`src/rtl/pipeline_latch_unit_pkg.sv`:
```
// +----------------------------------------------------------------------------+
// | pipeline_latch_unit_pkg                                                    |
// | Shared SimpleRISC encodings, field slices and OF source-usage decode.      |
// | Revision: 1.0                                                              |
// +----------------------------------------------------------------------------+
`default_nettype none

package pipeline_latch_unit_pkg;

  localparam logic [4:0] OP_ADD  = 5'b00000;
  localparam logic [4:0] OP_SUB  = 5'b00001;
  localparam logic [4:0] OP_MUL  = 5'b00010;
  localparam logic [4:0] OP_DIV  = 5'b00011;
  localparam logic [4:0] OP_MOD  = 5'b00100;
  localparam logic [4:0] OP_CMP  = 5'b00101;
  localparam logic [4:0] OP_AND  = 5'b00110;
  localparam logic [4:0] OP_OR   = 5'b00111;
  localparam logic [4:0] OP_NOT  = 5'b01000;
  localparam logic [4:0] OP_MOV  = 5'b01001;
  localparam logic [4:0] OP_LSL  = 5'b01010;
  localparam logic [4:0] OP_LSR  = 5'b01011;
  localparam logic [4:0] OP_ASR  = 5'b01100;
  localparam logic [4:0] OP_NOP  = 5'b01101;
  localparam logic [4:0] OP_LD   = 5'b01110;
  localparam logic [4:0] OP_ST   = 5'b01111;
  localparam logic [4:0] OP_BEQ  = 5'b10000;
  localparam logic [4:0] OP_BGT  = 5'b10001;
  localparam logic [4:0] OP_B    = 5'b10010;
  localparam logic [4:0] OP_CALL = 5'b10011;
  localparam logic [4:0] OP_RET  = 5'b10100;

  localparam int OPC_HI  = 31;
  localparam int OPC_LO  = 27;
  localparam int IMM_BIT = 26;
  localparam int RD_HI   = 25;
  localparam int RD_LO   = 22;
  localparam int RS1_HI  = 21;
  localparam int RS1_LO  = 18;
  localparam int RS2_HI  = 17;
  localparam int RS2_LO  = 14;

  localparam logic [31:0] NOP_IR = 32'h6800_0000;
  localparam logic [3:0]  RA_REG = 4'd15;

  typedef struct packed {
    logic [31:0] ir;
    logic [31:0] pc;
    logic        valid;
  } stage_t;

  localparam stage_t STAGE_BUBBLE = '{ir: NOP_IR, pc: 32'd0, valid: 1'b0};

  function automatic logic [4:0] get_opcode(input logic [31:0] ir);
    return ir[OPC_HI:OPC_LO];
  endfunction

  function automatic logic [3:0] get_rd(input logic [31:0] ir);
    return ir[RD_HI:RD_LO];
  endfunction

  // ret carries no rs1 field; it implicitly reads the return-address register.
  function automatic logic [3:0] get_rs1(input logic [31:0] ir);
    return (ir[OPC_HI:OPC_LO] == OP_RET) ? RA_REG : ir[RS1_HI:RS1_LO];
  endfunction

  function automatic logic [3:0] get_rs2(input logic [31:0] ir);
    return ir[RS2_HI:RS2_LO];
  endfunction

  function automatic logic uses_rs1(input logic [31:0] ir);
    logic r;
    case (ir[OPC_HI:OPC_LO])
      OP_NOP, OP_B, OP_BEQ, OP_BGT, OP_CALL, OP_NOT, OP_MOV: r = 1'b0;
      default:                                              r = 1'b1;
    endcase
    return r;
  endfunction

  function automatic logic uses_rs2(input logic [31:0] ir);
    return (ir[IMM_BIT] == 1'b0) && (ir[OPC_HI:OPC_LO] <= OP_ASR);
  endfunction

  function automatic logic reads_rd(input logic [31:0] ir);
    return ir[OPC_HI:OPC_LO] == OP_ST;
  endfunction

endpackage

`default_nettype wire

```
`src/rtl/pipeline_latch_unit_load_use_detect.sv`:
```
// +----------------------------------------------------------------------------+
// | load_use_detect                                                            |
// | Flags a load in EX whose destination is a live source of the OF stage.    |
// | Revision: 1.0                                                              |
// +----------------------------------------------------------------------------+
`default_nettype none

module load_use_detect
  import pipeline_latch_unit_pkg::*;
(
  input  logic [31:0] of_ir,
  input  logic        of_valid,
  input  logic [31:0] ex_ir,
  input  logic        ex_valid,
  output logic        hit
);

  logic [3:0] w_ld_rd;
  logic       w_ex_load;
  logic       w_rs1_hit;
  logic       w_rs2_hit;
  logic       w_rd_hit;

  assign w_ld_rd   = get_rd(ex_ir);
  assign w_ex_load = ex_valid && (get_opcode(ex_ir) == OP_LD);
  assign w_rs1_hit = uses_rs1(of_ir) && (get_rs1(of_ir) == w_ld_rd);
  assign w_rs2_hit = uses_rs2(of_ir) && (get_rs2(of_ir) == w_ld_rd);
  assign w_rd_hit  = reads_rd(of_ir) && (get_rd(of_ir) == w_ld_rd);
  assign hit       = w_ex_load && of_valid && (w_rs1_hit || w_rs2_hit || w_rd_hit);

endmodule

`default_nettype wire

```
`src/rtl/pipeline_latch_unit.sv`:
```
// +----------------------------------------------------------------------------+
// | pipeline_latch_unit                                                        |
// | OF/EX/MA/RW latches with load-use interlock, branch flush, memory hold.   |
// | Revision: 1.0                                                              |
// +----------------------------------------------------------------------------+
`default_nettype none

module pipeline_latch_unit
  import pipeline_latch_unit_pkg::*;
#(
  parameter int CNT_W = 16
)
(
  input  logic             clk,
  input  logic             rst_n,
  input  logic [31:0]      if_ir,
  input  logic [31:0]      if_pc,
  input  logic             if_valid,
  input  logic             branch_taken,
  input  logic             mem_hold,
  output logic [31:0]      of_ir,
  output logic [31:0]      ex_ir,
  output logic [31:0]      ma_ir,
  output logic [31:0]      rw_ir,
  output logic [31:0]      of_pc,
  output logic [31:0]      ex_pc,
  output logic [31:0]      ma_pc,
  output logic [31:0]      rw_pc,
  output logic             of_valid,
  output logic             ex_valid,
  output logic             ma_valid,
  output logic             rw_valid,
  output logic             if_stall,
  output logic             interlock,
  output logic [CNT_W-1:0] interlock_cnt,
  output logic [CNT_W-1:0] flush_cnt
);

  localparam logic [CNT_W-1:0] C_CNT_ONE = {{(CNT_W-1){1'b0}}, 1'b1};

  logic [1:0]       r_rst_sync;
  logic             w_rst_n;
  stage_t           r_of;
  stage_t           r_ex;
  stage_t           r_ma;
  stage_t           r_rw;
  stage_t           w_if;
  logic             w_hit;
  logic             w_interlock;
  logic [CNT_W-1:0] r_icnt;
  logic [CNT_W-1:0] r_fcnt;

  // Reset asserts immediately but is released only on a clock edge.
  always_ff @(posedge clk or negedge rst_n) begin
    if (!rst_n) r_rst_sync <= 2'b00;
    else        r_rst_sync <= {r_rst_sync[0], 1'b1};
  end

  assign w_rst_n = r_rst_sync[1];

  load_use_detect u_load_use_detect (
    .of_ir    (r_of.ir),
    .of_valid (r_of.valid),
    .ex_ir    (r_ex.ir),
    .ex_valid (r_ex.valid),
    .hit      (w_hit)
  );

  assign w_interlock = w_hit && !mem_hold && !branch_taken;
  assign if_stall    = mem_hold || w_interlock;
  assign interlock   = w_interlock;

  // Invalid fetch slots enter OF as a canonical NOP so forwarding sees no rd.
  always_comb begin
    w_if.ir    = if_valid ? if_ir : NOP_IR;
    w_if.pc    = if_pc;
    w_if.valid = if_valid;
  end

  always_ff @(posedge clk or negedge w_rst_n) begin
    if (!w_rst_n) begin
      r_of <= STAGE_BUBBLE;
      r_ex <= STAGE_BUBBLE;
      r_ma <= STAGE_BUBBLE;
      r_rw <= STAGE_BUBBLE;
    end else if (mem_hold) begin
      r_of <= r_of;
      r_ex <= r_ex;
      r_ma <= r_ma;
      r_rw <= r_rw;
    end else if (branch_taken) begin
      r_of <= STAGE_BUBBLE;
      r_ex <= STAGE_BUBBLE;
      r_ma <= r_ex;
      r_rw <= r_ma;
    end else if (w_interlock) begin
      r_of <= r_of;
      r_ex <= STAGE_BUBBLE;
      r_ma <= r_ex;
      r_rw <= r_ma;
    end else begin
      r_of <= w_if;
      r_ex <= r_of;
      r_ma <= r_ex;
      r_rw <= r_ma;
    end
  end

  always_ff @(posedge clk or negedge w_rst_n) begin
    if (!w_rst_n) begin
      r_icnt <= '0;
      r_fcnt <= '0;
    end else if (!mem_hold) begin
      if (branch_taken && (r_fcnt != '1)) r_fcnt <= r_fcnt + C_CNT_ONE;
      if (w_interlock && (r_icnt != '1))  r_icnt <= r_icnt + C_CNT_ONE;
    end
  end

  assign of_ir         = r_of.ir;
  assign ex_ir         = r_ex.ir;
  assign ma_ir         = r_ma.ir;
  assign rw_ir         = r_rw.ir;
  assign of_pc         = r_of.pc;
  assign ex_pc         = r_ex.pc;
  assign ma_pc         = r_ma.pc;
  assign rw_pc         = r_rw.pc;
  assign of_valid      = r_of.valid;
  assign ex_valid      = r_ex.valid;
  assign ma_valid      = r_ma.valid;
  assign rw_valid      = r_rw.valid;
  assign interlock_cnt = r_icnt;
  assign flush_cnt     = r_fcnt;

endmodule

`default_nettype wire

```
`config.mk`:
```
export PLATFORM = sky130hd
export DESIGN_NAME = pipeline_latch_unit
export DESIGN_NICKNAME = d
export VERILOG_FILES = /design/src/rtl/pipeline_latch_unit_pkg.sv /design/src/rtl/pipeline_latch_unit_load_use_detect.sv /design/src/rtl/pipeline_latch_unit.sv
export SDC_FILE = /design/constraint.sdc
export NUM_CORES = 1
export LEC_CHECK = 0
export CAP_MARGIN = 20
export CELL_PAD_IN_SITES_DETAIL_PLACEMENT = 2
export CELL_PAD_IN_SITES_GLOBAL_PLACEMENT = 2
export CORE_ASPECT_RATIO = 1.1
export CORE_MARGIN = 4
export CORE_UTILIZATION = 33
export CTS_BUF_LIST = sky130_fd_sc_hd__clkbuf_16
export DETAILED_ROUTE_END_ITERATION = 7
export PLACE_DENSITY = 0.89
export SLEW_MARGIN = 40
export SYNTH_ARGS = -nofsm -noshare
export SYNTH_HDL_FRONTEND = slang
export SYNTH_HIERARCHICAL = 1
export SYNTH_SLANG_ARGS = --single-unit
```
`constraint.sdc`:
```
create_clock -name clk -period 17.3 [get_ports clk]
set_input_delay 1.73 -clock clk [delete_from_list [all_inputs] [get_ports clk]]
set_output_delay 1.73 -clock clk [all_outputs]
set_load 0.02 [all_outputs]
```
# --- Word-level counts from Yosys, hierarchy flattened ---
# Index checks and enable logic that the tools add are counted.
op_classes:
  n_addsub: 2
  multipliers: 0
  div: 0
  order_cmp: 1
  n_eq_ne: 16
  n_shift: 0
  mux: 7
  bitwise: 2
  reduce_logical: 20
ops:
  columns: ["cell", "count"]
  rows:
  - ["2-to-1 mux 65 bit", 4]
  - ["adder 16 x 1 -> 16 bit (second input constant)", 2]
  - ["2-to-1 mux 32 bit", 1]
  - ["inequality test 16 bit (second input constant)", 2]
  - ["equality test 5 x 4 -> 1 bit (second input constant)", 5]
  - ["equality test 5 bit (second input constant)", 5]
  - ["equality test 4 bit", 3]
  - ["logical AND 1 bit", 11]
  - ["OR reduction 7 bit", 1]
  - ["AND reduction 2 bit", 3]
  - ["less-or-equal comparator 5 x 4 -> 1 bit (second input constant)", 1]
  - ["2-to-1 mux 4 bit", 1]
  - ["logical OR 1 bit", 3]
  - ["logical NOT 1 bit", 2]
  - ["inequality test 2 bit (second input constant)", 1]
  - ["inverter 1 bit", 2]
  - ["2-to-1 mux 1 bit", 1]
word_totals:
  reg_bits: 294
  latch_bits: 0
  ram_bits: 0
  romBits: 0
  input_bits: 69
  output_inout_bits: 294
  elab_cells: 63
  n_memories: 0

# --- Logic depth before layout (Yosys ltp) ---
logic_depth:
  depth_word: 11
  mapped_depth: 11
  mapped_depth_nobuf: 9

# --- By module ---
# Netlist, hierarchy kept.
by_module_without_submodules:
  columns: ["mod", "n_inst", "cells_per_inst", "area_per_inst_um2", "seq_area_each_um2"]
  rows:
  - ["pipeline_latch_unit", 1, 729, 10939.2, 7372.1]
  - ["load_use_detect", 1, 37, 272.8, 0.0]

# --- Least setup slack after synthesis ---
# OpenSTA, ideal clock, no wires.
synth_timing:
  path_type: "in2out"
  start: "in branch_taken"
  end: "out if_stall"
  arrival_ns: 2.697
  t_required_ns: 15.570
  setup_slack_ns: 12.873
  cell_stages: 4
  path_buffers: 2
  path_cell_list: "or3b_4 > nand2b_1 > buf_2 > clkbuf_1"
synth_between:
  elab_chain_cells: 3
synth_lines:
  columns: ["item", "line", "text"]
  rows:
  - ["start: declaration", "pipeline_latch_unit.sv:19", "input logic branch_taken,"]
  - ["logical NOT 1 bit", "pipeline_latch_unit.sv:69", "assign w_interlock = w_hit && !mem_hold && !branch_taken;"]
  - ["logical AND 1 bit", "pipeline_latch_unit.sv:69", null]
  - ["logical OR 1 bit", "pipeline_latch_unit.sv:70", "assign if_stall = mem_hold || w_interlock;"]
  - ["end: declaration", "pipeline_latch_unit.sv:33", "output logic if_stall,"]
# Every way passes these cells.

# --- Worst setup path after layout ---
layout_timing:
  start: "reg r_ex (netlist bit ex_ir[30])"
  end: "out if_stall"
layout_between:
  elab_chain_cells: 7
layout_lines:
  columns: ["item", "line", "text"]
  rows:
  - ["start: declaration", "pipeline_latch_unit.sv:44", "stage_t r_ex;"]
  - ["start signal: assignment", "pipeline_latch_unit.sv:88", "r_ex <= r_ex;"]
  - ["start signal: assignment", "pipeline_latch_unit.sv:103", "r_ex <= r_of;"]
  - ["equality test 5 x 4 -> 1 bit", "pipeline_latch_unit_load_use_detect.sv:25", "assign w_ex_load = ex_valid && (get_opcode(ex_ir) == OP_LD);"]
  - ["logical AND 1 bit", "pipeline_latch_unit_load_use_detect.sv:25", null]
  - ["logical AND 1 bit (2 in series)", "pipeline_latch_unit_load_use_detect.sv:29", "assign hit = w_ex_load && of_valid && (w_rs1_hit || w_rs2_hit || w_rd_hit);"]
  - ["via w_hit", "pipeline_latch_unit.sv:48", "logic w_hit;"]
  - ["logical AND 1 bit (2 in series)", "pipeline_latch_unit.sv:69", null]
  - ["logical OR 1 bit", "pipeline_latch_unit.sv:70", null]
# The timed path passes the listed nets, and every way through them passes these cells.

==> impl_table.tex <==
\begin{tabular}{lr}
\hline
Metric & Value \\
\hline
\multicolumn{2}{l}{\textbf{Outcome}} \\
Run status & complete, no violations \\
\multicolumn{2}{l}{\textbf{Logic synthesis}} \\
Most used standard cell by instance count after synthesis & sky130\_fd\_sc\_hd\_\_dfrtp\_1 \\
Seq/Total Area, Yosys & 0.658 \\
Top post-synthesis cells by area & sky130\_fd\_sc\_hd\_\_dfrtp\_1 (63\%), sky130\_fd\_sc\_hd\_\_mux2\_2 (13\%), sky130\_fd\_sc\_hd\_\_a22o\_1 (9.6\%) \\
Cell area after technology mapping & 11200 um2 \\
Fraction of post-synthesis cell area in the top cell type by area & 0.629 \\
Post-synthesis area per instance & roughly 15 um2 \\
Yosys top cell by area & sky130\_fd\_sc\_hd\_\_dfrtp\_1 \\
Synth Net Count & $\sim$840 \\
Post-synth top flop & sky130\_fd\_sc\_hd\_\_dfrtp\_1 \\
Number of flip-flops and latches in the synthesized netlist & 294 \\
Simple-gate share of the synthesized area & 0.0508 \\
Post-Synth Adder-Cell Area & 0.00223 \\
Number of enable-type register cells in the synthesized netlist & 0 \\
Compound-Gate Fraction of Synth Area & 0.112 \\
Top cells by count, synth & sky130\_fd\_sc\_hd\_\_dfrtp\_1 (282), sky130\_fd\_sc\_hd\_\_mux2\_2 (129), sky130\_fd\_sc\_hd\_\_a22o\_1 (123) \\
Library cells used by synthesis & 48 \\
Portion of netlist area occupied by mux cells & 0.130 \\
YS warnings & 6 \\
Xor/xnor share of the synthesized area & 0.0281 \\
Syn Inst Count & between 700 and 800 \\
Async S/R FF share, synth & 1.00 \\
Main combinational cell family by area after synthesis & multiplexers \\
\multicolumn{2}{l}{\textbf{Global route}} \\
Overall routing resource usage & 0.221 \\
Maximum number of pins on one net before global-route repair & 85 \\
Overflow left after global routing & 0 \\
Number of antenna violations at the first check in global routing & 4 \\
Via count of the first global-routing pass & 9502 \\
First-pass GRT wire length & 63200 um \\
\multicolumn{2}{l}{\textbf{Critical path}} \\
Crit-path cells & nand4\_1, nor4b\_1, o311ai\_0, o41ai\_2, or3b\_4, nand2b\_2, clkdlybuf4s50\_1 \\
Worst reg2reg startpoint & ex\_ir[30] \\
Nature of the critical path startpoint & flop \\
Category of the most critical setup path & flop to primary output \\
Largest delay share family, worst path & simple AND/OR/NAND/NOR gates \\
Data arrival at the endpoint of the critical path & 3.97 ns \\
Start point of the critical path & ex\_ir[30] \\
Required time at the worst-slack endpoint & $\sim$16 ns \\
Highest cell delay on the worst timing path & 0.65 ns \\
Endpoint kind of the worst setup timing path & primary output \\
Highest-delay cell along the critical path & sky130\_fd\_sc\_hd\_\_clkdlybuf4s50\_1 \\
Critical path buffer and inverter count & 1 \\
Critical Path Fanout Max & 13 \\
\multicolumn{2}{l}{\textbf{Route}} \\
Wirelength, routed & around 42000 um \\
DRT antenna net count & 0 \\
Total vias in the final route & $\sim$8300 \\
Total DRC errors in the routed layout & 0 \\
Average wire length per cell after detail routing & about 26 um \\
First-pass iteration count of the detailed router & 4 \\
First-iteration detailed-routing DRC count & 461 \\
Vias/cell & 5.22 \\
\multicolumn{2}{l}{\textbf{Clock network}} \\
Post-cts hold buffer count & 0 \\
H-Tree Level Count & 2 \\
TritonCTS clock tree & built \\
Post-CTS clock slew at the launch and capture registers of the worst setup and hold paths & about 0.060 ns \\
Number of clock buffers inserted by TritonCTS & 34 \\
Worst-case clock buffer depth & 3 \\
Buffer cell driving the clock tree root & sky130\_fd\_sc\_hd\_\_clkbuf\_16 \\
Post-CTS sizing & 0 \\
Clock Sinks & 294 \\
Buffers inserted during post-CTS setup optimization & 0 \\
Worst skew pair latency & 0.52 ns \\
\multicolumn{2}{l}{\textbf{Floorplanning}} \\
Die Span X & 184 um \\
Row cnt & 70 \\
I/O pins & 363 \\
Initial Utilization & 0.336 \\
Area of the core region & 33400 um2 \\
Vertical die dimension & 201 um \\
Full die area & 37000 um2 \\
\multicolumn{2}{l}{\textbf{Placement}} \\
Detail Placement HPWL & about 29000 um \\
DP Cell Count & 1525 \\
Input/output buffers & 362 \\
Global placer's final weighted congestion & 0.784 \\
Post-placement worst setup slack & between 10 and 15 ns \\
\multicolumn{2}{l}{\textbf{Job}} \\
Maxcap violations & 0 \\
\multicolumn{2}{l}{\textbf{Timing}} \\
Max-slew violation total from the final report & 0 \\
Number of hold violations in the final report & 0 \\
Final min period & 5.70 ns \\
Worst Tran Pin Value & about 0.83 ns \\
Final worst clock skew & just under 0.02 ns \\
Relative slew slack & 0.448 \\
Part of the cycle the worst path needs & 0.330 \\
Number of setup violations in the final report & 0 \\
Top achievable clock speed & 0.175 GHz \\
Setup repair after global routing missed its margin & false \\
Setup TNS Final & 0 ns \\
Post-layout worst setup margin & approximately 12 ns \\
\multicolumn{2}{l}{\textbf{Pwr}} \\
Power density over cell area & 110 nW/um2 \\
Cell leakage power & 7.48 nW \\
Worst IR Drop VDD & roughly 0.071 mV \\
\multicolumn{2}{l}{\textbf{Layout}} \\
Final core utilization & 0.492 \\
Final cell count without fillers & about 1600 \\
Final net count & 1200 \\
Share of layout cells above drive strength 1 & 0.186 \\
Area growth from synthesis to layout & 46.5\% \\
\multicolumn{2}{l}{\textbf{Worst hold path}} \\
Type of the tightest min-delay check & flop to asynchronous set/reset pin \\
\hline
\end{tabular}
-- cell usage in the layout, fill, tap and decap left out, types with 7 or more instances in the layout --
master and instances:
sky130_fd_sc_hd__a22o_1 123, sky130_fd_sc_hd__clkbuf_16 35, sky130_fd_sc_hd__clkdlybuf4s50_1 361, sky130_fd_sc_hd__dfrtp_1 281, sky130_fd_sc_hd__dfstp_2 12, sky130_fd_sc_hd__inv_1 15, sky130_fd_sc_hd__mux2_2 129, sky130_fd_sc_hd__nand2_1 14
sky130_fd_sc_hd__nand3_1 10, sky130_fd_sc_hd__nand4_1 9, sky130_fd_sc_hd__nor2_1 18, sky130_fd_sc_hd__nor3_1 14, sky130_fd_sc_hd__o21ai_0 7, sky130_fd_sc_hd__xnor2_1 11, sky130_fd_sc_hd__xor2_1 25
-- per-layer routing --
metal / wire length, um / global-route usage / vias up / share of wire
li1: - / - / 3543 / -
met1: 15300 / 0.252 / 4387 / 0.37
met2: 22000 / 0.395 / 281 / 0.53
met3: 2380 / 0.0486 / 84 / 0.057
met4: 1950 / 0.0990 / 0 / 0.047
met5: 0 / 0 / - / 0
-- area by class of cell --
cell class | count | area (um2)
diodes | 4 | 10.0
clock buffers | 35 | 876
clock inverters | 24 | 199
fillers | 3155 | 16900
inverters | 11 | 41.3
multi-input cells | 415 | 3640
flip-flops and latches | 294 | 7380
well taps | 432 | 541
repair buffers | 373 | 3740
-- worst paths after layout --
check	to	slack [ns]	cells past startpoint
min in group clk	r_rst_sync[1]	0.37	0
setup / recovery	if_stall	11.60	7
hold reg to reg	ma_pc[9]	0.29	0
max in group asynchronous	of_ir[25]	15.75	2
hold / removal	ma_pc[9]	0.29	0
setup reg to reg	of_pc[12]	13.54	8
-- cells by family after synthesis --
group	Yosys count
other	1
adder cells (fa/ha/maj)	2
AO/OA/AOI/OAI	149
multiplexers	129
buffers and inverters	57
AND/OR/NAND/NOR	98
flip-flops	294
XOR/XNOR	36
-- flip-flops by register name (all words and copies together) (netlist names), 32 cells and up --
name,cells
of_pc,32
ex_ir,32
of_ir,32
ma_ir,32
ex_pc,32
ma_pc,32
rw_pc,32
rw_ir,32
-- where the power goes --
group          leakage, nW  total (mW)  internal (mW)  switching, mW
Combinational         3.00       0.314          0.148          0.166
Sequential            3.93       0.796          0.742         0.0541
Clock                0.541       0.703          0.412          0.291
-- metrics by stage --
| step | instance area [um2] | total power [mW] | hold slack (ns) |
|---|---|---|---|
| finish | 16400 | 1.81 | 0.293 |
| global route | 16400 | 1.89 | 0.336 |
| CTS | 16400 | 1.84 | 0.312 |
| detailed placement | 15300 | 1.12 | 0.321 |
| global placement | 15300 | 1.10 | 0.337 |
| floorplan | 11200 | 0.940 | 0.331 |
No activity file was read; power rests on OpenSTA's default activity.
